===== src/rtl/rv_pipe_pkg.sv =====
// Shared types and constants for the RV32I 5-stage pipeline front end.
package rv_pipe_pkg;

  localparam int XLEN = 32;
  localparam logic [XLEN-1:0] RESET_PC_DEFAULT = 32'h0000_0000;
  localparam logic [XLEN-1:0] WORD_MASK = 32'hFFFF_FFFC;

  typedef enum logic [1:0] {
    HOLD,
    FETCH,
    DRAIN
  } fetch_state_t;

  typedef struct packed {
    logic [XLEN-1:0] instr;
    logic [XLEN-1:0] pc;
  } fetch_entry_t;

  // Sequential PC step; 32-bit modulo so 0xFFFF_FFFC wraps to 0.
  function automatic logic [XLEN-1:0] pc_step(input logic [XLEN-1:0] pc);
    return pc + 32'd4;
  endfunction

endpackage


===== src/rtl/ifetch_unit_if.sv =====
// Instruction-memory request/response channel and decode handshake of the fetch unit.
interface ifetch_unit_if;
  import rv_pipe_pkg::*;

  logic            imem_req_valid;
  logic            imem_req_ready;
  logic [XLEN-1:0] imem_req_addr;
  logic            imem_rsp_valid;
  logic [XLEN-1:0] imem_rsp_data;
  logic            dec_valid;
  logic            dec_ready;
  logic [XLEN-1:0] dec_instr;
  logic [XLEN-1:0] dec_pc;
  logic [XLEN-1:0] dec_pc_plus4;

  // Fetch unit side.
  modport master (
    output imem_req_valid, imem_req_addr,
    input  imem_req_ready, imem_rsp_valid, imem_rsp_data,
    output dec_valid, dec_instr, dec_pc, dec_pc_plus4,
    input  dec_ready
  );

  // Memory and decode side.
  modport slave (
    input  imem_req_valid, imem_req_addr,
    output imem_req_ready, imem_rsp_valid, imem_rsp_data,
    input  dec_valid, dec_instr, dec_pc, dec_pc_plus4,
    output dec_ready
  );

endinterface


===== src/rtl/ifetch_fifo.sv =====
// Small synchronous FIFO of fetched {instr, pc} entries; clear beats push and pop.
module ifetch_fifo
  import rv_pipe_pkg::*;
#(
  parameter int DEPTH = 4
) (
  input  logic                         clk,
  input  logic                         rst,
  input  logic                         clear,
  input  logic                         push,
  input  fetch_entry_t                 push_data,
  input  logic                         pop,
  output logic [$clog2(DEPTH+1)-1:0]   count,
  output fetch_entry_t                 head
);

  localparam int AW = $clog2(DEPTH);
  localparam int CW = $clog2(DEPTH+1);
  localparam logic [CW-1:0] FULL = CW'(DEPTH);

  fetch_entry_t  mem [DEPTH];
  logic [AW-1:0] wr_ptr;
  logic [AW-1:0] rd_ptr;
  logic          do_push;
  logic          do_pop;

  assign do_pop  = pop && (count != '0);
  assign do_push = push && ((count != FULL) || do_pop);
  assign head    = mem[rd_ptr];

  // Pointer and occupancy control; a clear discards any same-cycle push or pop.
  always_ff @(posedge clk) begin
    if (rst || clear) begin
      wr_ptr <= '0;
      rd_ptr <= '0;
      count  <= '0;
    end else begin
      if (do_push) wr_ptr <= wr_ptr + 1'b1;
      if (do_pop)  rd_ptr <= rd_ptr + 1'b1;
      count <= count + CW'(do_push) - CW'(do_pop);
    end
  end

  // Entry storage; left unreset because only slots below count are ever presented.
  always_ff @(posedge clk) begin
    if (do_push && !clear) mem[wr_ptr] <= push_data;
  end

endmodule


===== src/rtl/ifetch_unit.sv =====
// Decoupled RV32I fetch front end: PC ownership, credit-limited imem requests,
// in-order response buffering, and redirect flush of buffered and in-flight words.
module ifetch_unit
  import rv_pipe_pkg::*;
#(
  parameter int              DEPTH    = 4,
  parameter int              MAX_OUT  = 2,
  parameter logic [XLEN-1:0] RESET_PC = RESET_PC_DEFAULT
) (
  input  logic              clk,
  input  logic              rst,
  input  logic              redirect_valid,
  input  logic [XLEN-1:0]   redirect_pc,
  ifetch_unit_if.master     bus
);

  localparam int CW = $clog2(DEPTH+1);
  localparam logic [CW-1:0] MAX_OUT_C = CW'(MAX_OUT);
  localparam logic [CW:0]   DEPTH_C   = (CW+1)'(DEPTH);

  fetch_state_t    state;
  logic [XLEN-1:0] fetch_pc;
  logic [XLEN-1:0] rsp_pc;
  logic [CW-1:0]   outstanding;
  logic [CW-1:0]   drop_cnt;
  logic [CW-1:0]   count;
  logic [CW-1:0]   out_after_rsp;
  logic [CW:0]     credit_used;
  logic            redirect_act;
  logic            req_fire;
  logic            rsp_take;
  logic            fifo_push;
  logic            fifo_pop;
  logic            has_entry;
  fetch_entry_t    head;
  fetch_entry_t    push_entry;

  // Redirects are ignored during the post-reset HOLD cycle.
  assign redirect_act  = redirect_valid && (state != HOLD);
  // A response with nothing outstanding is a memory-side protocol slip and is dropped.
  assign rsp_take      = bus.imem_rsp_valid && (outstanding != '0);
  assign out_after_rsp = outstanding - CW'(rsp_take);
  // Buffered plus in-flight words may never exceed the FIFO size, so it cannot overflow.
  assign credit_used   = {1'b0, count} + {1'b0, outstanding};

  assign bus.imem_req_valid = (state != HOLD) && !redirect_valid &&
                              (outstanding < MAX_OUT_C) && (credit_used < DEPTH_C);
  assign bus.imem_req_addr  = fetch_pc;
  assign req_fire           = bus.imem_req_valid && bus.imem_req_ready;

  assign fifo_push  = rsp_take && (drop_cnt == '0) && !redirect_act;
  assign fifo_pop   = has_entry && bus.dec_ready;
  assign push_entry = '{instr: bus.imem_rsp_data, pc: rsp_pc};

  ifetch_fifo #(.DEPTH(DEPTH)) u_fifo (
    .clk       (clk),
    .rst       (rst),
    .clear     (redirect_act),
    .push      (fifo_push),
    .push_data (push_entry),
    .pop       (fifo_pop),
    .count     (count),
    .head      (head)
  );

  // Decode outputs read the registered FIFO head; forced to zero while empty.
  assign has_entry        = (count != '0);
  assign bus.dec_valid    = has_entry;
  assign bus.dec_instr    = has_entry ? head.instr : '0;
  assign bus.dec_pc       = has_entry ? head.pc : '0;
  assign bus.dec_pc_plus4 = has_entry ? pc_step(head.pc) : '0;

  // Fetch FSM with PC, outstanding and drop bookkeeping; redirect overrides normal flow.
  always_ff @(posedge clk) begin
    if (rst) begin
      state       <= HOLD;
      fetch_pc    <= RESET_PC & WORD_MASK;
      rsp_pc      <= RESET_PC & WORD_MASK;
      outstanding <= '0;
      drop_cnt    <= '0;
    end else if (redirect_act) begin
      fetch_pc    <= redirect_pc & WORD_MASK;
      rsp_pc      <= redirect_pc & WORD_MASK;
      outstanding <= out_after_rsp;
      drop_cnt    <= out_after_rsp;
      state       <= (out_after_rsp != '0) ? DRAIN : FETCH;
    end else begin
      outstanding <= out_after_rsp + CW'(req_fire);
      if (req_fire)  fetch_pc <= pc_step(fetch_pc);
      if (fifo_push) rsp_pc   <= pc_step(rsp_pc);
      case (state)
        HOLD:  state <= FETCH;
        FETCH: state <= FETCH;
        DRAIN: begin
          if (rsp_take) begin
            drop_cnt <= drop_cnt - 1'b1;
            if (drop_cnt == CW'(1)) state <= FETCH;
          end
        end
        default: state <= HOLD;
      endcase
    end
  end

  // A stray response must never reach the buffer, and the credit bound must hold.
  assert property (@(posedge clk) disable iff (rst)
    (bus.imem_rsp_valid && (outstanding == '0)) |-> !fifo_push);
  assert property (@(posedge clk) disable iff (rst) credit_used <= DEPTH_C);

endmodule


===== src/flat_wrapper.sv =====
// flat-port wrapper written by rule: the top's interface ports become plain ports
module ifetch_unit_flat import rv_pipe_pkg::*;
#(
  parameter int              DEPTH    = 4,
  parameter int              MAX_OUT  = 2,
  parameter logic [XLEN-1:0] RESET_PC = RESET_PC_DEFAULT
)
  (clk, rst, redirect_valid, redirect_pc, bus_imem_req_valid, bus_imem_req_addr, bus_imem_req_ready, bus_imem_rsp_valid, bus_imem_rsp_data, bus_dec_valid, bus_dec_instr, bus_dec_pc, bus_dec_pc_plus4, bus_dec_ready);
  ifetch_unit_if bus_i ();
  input  logic clk;
  input  logic rst;
  input  logic redirect_valid;
  input  logic [XLEN-1:0] redirect_pc;
  output wire logic [$bits(bus_i.imem_req_valid)-1:0] bus_imem_req_valid;
  output wire logic [$bits(bus_i.imem_req_addr)-1:0] bus_imem_req_addr;
  input wire logic [$bits(bus_i.imem_req_ready)-1:0] bus_imem_req_ready;
  input wire logic [$bits(bus_i.imem_rsp_valid)-1:0] bus_imem_rsp_valid;
  input wire logic [$bits(bus_i.imem_rsp_data)-1:0] bus_imem_rsp_data;
  output wire logic [$bits(bus_i.dec_valid)-1:0] bus_dec_valid;
  output wire logic [$bits(bus_i.dec_instr)-1:0] bus_dec_instr;
  output wire logic [$bits(bus_i.dec_pc)-1:0] bus_dec_pc;
  output wire logic [$bits(bus_i.dec_pc_plus4)-1:0] bus_dec_pc_plus4;
  input wire logic [$bits(bus_i.dec_ready)-1:0] bus_dec_ready;
  assign bus_imem_req_valid = bus_i.imem_req_valid;
  assign bus_imem_req_addr = bus_i.imem_req_addr;
  assign bus_i.imem_req_ready = bus_imem_req_ready;
  assign bus_i.imem_rsp_valid = bus_imem_rsp_valid;
  assign bus_i.imem_rsp_data = bus_imem_rsp_data;
  assign bus_dec_valid = bus_i.dec_valid;
  assign bus_dec_instr = bus_i.dec_instr;
  assign bus_dec_pc = bus_i.dec_pc;
  assign bus_dec_pc_plus4 = bus_i.dec_pc_plus4;
  assign bus_i.dec_ready = bus_dec_ready;
  ifetch_unit #(.DEPTH(DEPTH), .MAX_OUT(MAX_OUT), .RESET_PC(RESET_PC)) u_core (.clk(clk), .rst(rst), .redirect_valid(redirect_valid), .redirect_pc(redirect_pc), .bus(bus_i));
endmodule

===== config.mk =====
export PLATFORM = sky130hd
export DESIGN_NAME = ifetch_unit_flat
export DESIGN_NICKNAME = d
export VERILOG_FILES = /design/src/rtl/rv_pipe_pkg.sv /design/src/rtl/ifetch_unit_if.sv /design/src/rtl/ifetch_fifo.sv /design/src/rtl/ifetch_unit.sv /design/src/flat_wrapper.sv
export SDC_FILE = /design/constraint.sdc
export NUM_CORES = 1
export LEC_CHECK = 0
export ABC_AREA = 1
export BUFFER_PORTS_ARGS = -buffer_cell sky130_fd_sc_hd__buf_2
export CAP_MARGIN = 15
export CORE_ASPECT_RATIO = 0.6
export CORE_MARGIN = 8
export CORE_UTILIZATION = 45
export CTS_CLUSTER_DIAMETER = 30
export DETAILED_ROUTE_END_ITERATION = 6
export SYNTH_ARGS = -nofsm -noshare
export SYNTH_HDL_FRONTEND = slang
export SYNTH_HIERARCHICAL = 1
export SYNTH_SLANG_ARGS = --single-unit

===== constraint.sdc =====
create_clock -name clk -period 10.65 [get_ports clk]
set_clock_uncertainty 0.05 [all_clocks]
set_input_delay 2.13 -clock clk [delete_from_list [all_inputs] [get_ports clk]]
set_output_delay 2.13 -clock clk [all_outputs]
set_load 0.05 [all_outputs]

Word-level counts from Yosys, hierarchy flattened
Memory sizes are Yosys's and may differ from the RTL's. A register that Yosys moved wholly into a read port is not among the register bits.
Index checks and enable logic that the tools add are counted.
- memory bits (read-only): 0
- output and inout port bits: 130
- bits in latches: 0
- bits in registers: 79
- memories: 1
- logic and storage cells: 80
- bits of input ports: 70
- bits in writable memories: 256
- memories (name ; depth ; width ; rd ports ; clocked after memory_dff ; write ports ; line ; text):
    u_core.u_fifo.mem ; 4 ; 64 ; 1 ; 1 ; 1 ; ifetch_fifo.sv:21 ; fetch_entry_t mem [DEPTH];
- bitwise gates (word level): 0
- shift-type cells: 0
- $add $sub $neg: 11
- order comparisons: 2
- multipliers: 0
- divide/modulo/power cells: 0
- eq/ne operators: 6
- reductions and logical operators: 30
- multiplexer cells: 20
- operator list (operator ; number):
    $mux W32 ; 7
    $add A32 B3 Y32 const B ; 3
    $logic_and A1 B1 Y1 ; 12
    $mux W2 ; 6
    $mux W3 ; 4
    $reduce_bool A2 Y1 ; 5
    $reduce_bool A3 Y1 ; 3
    $add A3 B1 Y3 ; 2
    $ne A3 B1 Y1 const B ; 2
    $sub A3 B1 Y3 ; 2
    $add A2 B1 Y2 const B ; 2
    $add A3 B3 Y4 ; 1
    $lt A4 B3 Y1 const B ; 1
    $pmux W2 S2 ; 1
    $reduce_and A2 Y1 ; 2
    $reduce_or A2 Y1 ; 2
    $eq A3 B1 Y1 const B ; 1
    $logic_not A3 Y1 ; 1
    $lt A3 B2 Y1 const B ; 1
    $ne A3 B3 Y1 const B ; 1
    $sub A3 B1 Y3 const B ; 1
    $eq A2 B1 Y1 const B ; 1
    $eq A2 B2 Y1 const B ; 1
    $logic_not A1 Y1 ; 2
    3 further kinds ; 5

Longest topological paths before layout
- depth in word-level cells: 8
- depth in mapped cells: 16
- gate-level depth less buffers: 15

Cells and area by module
Netlist, hierarchy kept.
- modules (own cells, without submodules) (module ; sequential area each (µm²) ; area an instance (µm²) ; cells an instance ; times used):
    ifetch_fifo ; 7867.5 ; 10000.8 ; 691 ; 1
    ifetch_unit ; 1361.3 ; 6313.6 ; 1157 ; 1

Worst setup path before layout
Ideal clock, no wire load.
- path kind: input port to flip-flop
- start: input port redirect_valid
- end: memory u_core/u_fifo/mem[0][0] (netlist name), enable pin
- library setup time: 0.487 ns
- slack: 4.485 ns
- stages on the path: 6
- buffers on the path: 1
- required time: 10.113 ns
- arrival time: 5.629 ns
- path through: o21ai_4 > inv_2 > buf_2 > nor2_1 > nand3b_1 > nor2_1
- cells in the longest elaborated chain, start to end: 7
- RTL lines (item ; line ; text):
    start, declared ; flat_wrapper.sv:12 ; input logic redirect_valid;
    $logic_and A1 B1 Y1 ; ifetch_unit.sv:39 ; assign redirect_act = redirect_valid && (state != HOLD);
    $logic_not A1 Y1 ; ifetch_unit.sv:51 ; assign fifo_push = rsp_take && (drop_cnt == '0) && !redirect_act;
    $logic_and A1 B1 Y1 ; ifetch_unit.sv:51 ;
    net u_core.fifo_push ; ifetch_unit.sv:32 ; logic fifo_push;
    $logic_and A1 B1 Y1 ; ifetch_fifo.sv:28 ; assign do_push = push && ((count != FULL) || do_pop);
    $logic_and A1 B1 Y1 ; ifetch_fifo.sv:46 ; if (do_push && !clear) mem[wr_ptr] <= push_data;
    $mux W1 ; ifetch_fifo.sv:46 ;
    $mux W1 (implied by the code) ; ifetch_fifo.sv:46 ;
    end, declared ; ifetch_fifo.sv:21 ;
The timed path passes the listed nets, and every way through them passes these cells.

==> results.ini <==
[status]
status=complete, no violations

[timing]
hold_viol=0
worstMarginPinSlew_ns=1.16
holdWs_ns=0.425
period_share=0.652
rsz0062_at_grt=no
finalSetupViolations=0
setup_ws_ns=3.71
worst_slew_margin_rel=0.226
slew_violations=0
clock.fmax_mhz=144
fin_crit_ns=6.94
setup_tns_ns=0

[cts]
cts_resized=0
insertion_delay_ns=0.57
hold_buffers=0
cts-root-buf=clkbuf_16
cts_tree=done
cts_buffers=57
clock_path_buffers=3
clkTransAtPathRegs_ns=0.05
cts.sinks=333
post_cts_buffers=0
htree_levels=2

[placed_design]
gp_congestion=0.935
numPortBuffers=195
placed_cells_incl_taps=2458
placed_area_um2=17600
place_ws_ns=4.37
hpwlAfterDp_um=30900

[floorplan]
fp-row-count=54
coreArea_um2=36000
dieArea_um2=42800
die_w_um=262
start_util=0.453
die_h_um=163
pin_count=200

[detailed_routing]
ant_nets=0
wl_per_cell_um=18.1
vias_per_cell=5.33
drcViolationCount=0
drt-pass1-iter-count=5
vias=13665
drt-initial-drc-count=1284
wl_um=46300

[synthesis]
synth-seq-cells=333
synth_top_area_share=0.471
ys_top_cells_by_count=382 x nor2_1, 297 x nand2_1, 256 x edfxtp_1
synthTopCellsByArea=edfxtp_1 47%, dfxtp_1 9.4%, nor2_1 8.8%, nand2_1 6.8%, inv_1 4.3%
postSynthAreaPerCell_um2=8.83
synth_top_cell_by_area=edfxtp_1
synthCells=1848
synthFlopType=edfxtp_1
ys_types=47
ys_seq_area_frac=0.566
synth.most_common_cell=nor2_1
yosys_warnings=6
synth-edff-count=256
synthArstFlopShare=0
syn_area_um2=16300

[critical_path]
crit_fanout=47
critPathTopFamily=buffers and inverters
worst_ep_required_time_ns=8.47
path_common_cell=buf_4
crit_chain=buf_4, clkinv_1, buf_4, buf_4, o21ai_0, o22ai_1, ha_1, nand2_1, nor2_2, nand2_2, nor3_4, nand2_2, nand2_1, nor3b_1, buf_2
setup.worst_path.start_class=flip-flop
worstSetupPathType=reg2out
cp_slowest_stage_delay_ns=0.55
cp-end-kind=output pin
crit_buf_inv=5
cp_data_arrival_time_ns=4.76
crit_slowest_cell=buf_4
rrSetupSlack_ns=6.84

[power_and_ir_drop]
power_mw=4.74
p_per_area_nw_per_um2=244
p_leak_nw=8.11
switching_share=0.361
ir_drop_v=0.000154
p_clk_frac=0.379
internal_power_mw=3.03
comb_power_share=0.251
seqPwrFrac=0.370
switchingPower_mw=1.71

[grt]
grt_pass1_wl_um=71800
antenna_found_initial=0
grt_remaining_overflow=0
first_global_vias=12640
grt_max_degree=92
grtUsageTotal=0.212

[finish]
seqCellArea_um2=9230
synthToLayoutAreaGrowth_pct=19.3
nFillCells=3272
nNetsFinal=2130
final_layout_size_suffix_gt1_frac=0.167
multi_input_area_um2=5920
design_area_um2=19500
n_antenna_cell=0
fin_cells=2565
utilization=0.541

[min_path]
hp-class=reg2reg

[flow_run]
maxCapViolations=0

==> placed cells by master, fill, tap and decap left out, types with 8 or more instances in the layout <==
cell type and count:
nor2_4 8, a21oi_1 63, ha_1 18, nand3_1 109
clkinv_2 11, o21ai_1 61, nor3_1 22, dfxtp_1 75
inv_1 185, clkbuf_16 57, conb_1 10, clkinv_1 12
edfxtp_1 256, nor2_1 378, buf_4 13, nand2_2 9
nor2_2 17, o22ai_1 64, a31oi_1 10, xor2_1 14
a21o_1 9, o21ai_0 122, buf_2 195, nand2_1 297
==> final timing paths <==
check / startpoint / endpoint / depth (start not counted)
worst max-delay path: flip-flop / bus_dec_pc_plus4[20] / 15
worst min-delay path: u_core/u_fifo/rd_ptr[1] / flip-flop / 2
worst max register to register: u_core/state[1] / u_core/u_fifo/mem[2][19] / 6
worst min register to register: u_core/u_fifo/rd_ptr[1] / flip-flop / 2
==> layout make-up <==
class | instances | share of cell area
clock buffers | 63 | 0.0744
inverters | 190 | 0.0369
clock inverters | 44 | 0.0236
well taps | 476 | 0.0306
repair buffers | 209 | 0.0562
flip-flops and latches | 333 | 0.474
multi-input cells | 1250 | 0.304
==> flip-flops by register name, summed over array words and instances (netlist names), named ones only <==
| register | count |
|---|---|
| u_core/u_fifo/wr_ptr | 2 |
| u_core/u_fifo/count | 3 |
| u_core/state | 2 |
| u_core/drop_cnt | 3 |
| u_core/u_fifo/rd_ptr | 2 |
| u_core/rsp_pc | 30 |
| u_core/bus.imem_req_addr | 30 |
| u_core/u_fifo/mem | 256 |
| u_core/outstanding | 3 |
==> worst reg2reg max path: cells and delay by family, from the launching register on <==
family          cells  cell delay [ns]
buf+inv             2             0.93
compound gates      1             0.27
flops               1             0.34
simple gates        3             1.83
==> power groups by stage <==
| stage | Sequential (mW) | Clock (mW) | Combinational (mW) |
|---|---|---|---|
| final | 1.75 | 1.80 | 1.19 |
| after global routing | 1.78 | 1.89 | 1.31 |
| after CTS | 1.75 | 1.83 | 1.20 |
| after detailed placement | 1.78 | 0 | 1.19 |
| after global placement | 1.77 | 0 | 1.18 |
| after floorplan | 1.84 | 0 | 0.795 |
==> per-layer routing <==
| metal | wire length, µm | part of all wire | track usage | up-vias |
|---|---|---|---|---|
| met1 | 21000 | 0.45 | 0.303 | 6539 |
| met4 | 1100 | 0.024 | 0.0628 | 0 |
| met2 | 21300 | 0.46 | 0.329 | 447 |
| met3 | 2970 | 0.064 | 0.0361 | 72 |
| met5 | 0 | 0 | 0 | - |
| li1 | - | - | - | 6607 |
==> logic make-up after synthesis <==
family	count (synthesis)	share of synthesized area
adder cells (fa/ha/maj)	19	0.0150
XOR/XNOR	17	0.00913
flip-flops	333	0.566
other	1	0.000230
AO/OA/AOI/OAI	336	0.112
buffers and inverters	274	0.0756
AND/OR/NAND/NOR	868	0.222
Power figures use the tool's default switching activity.
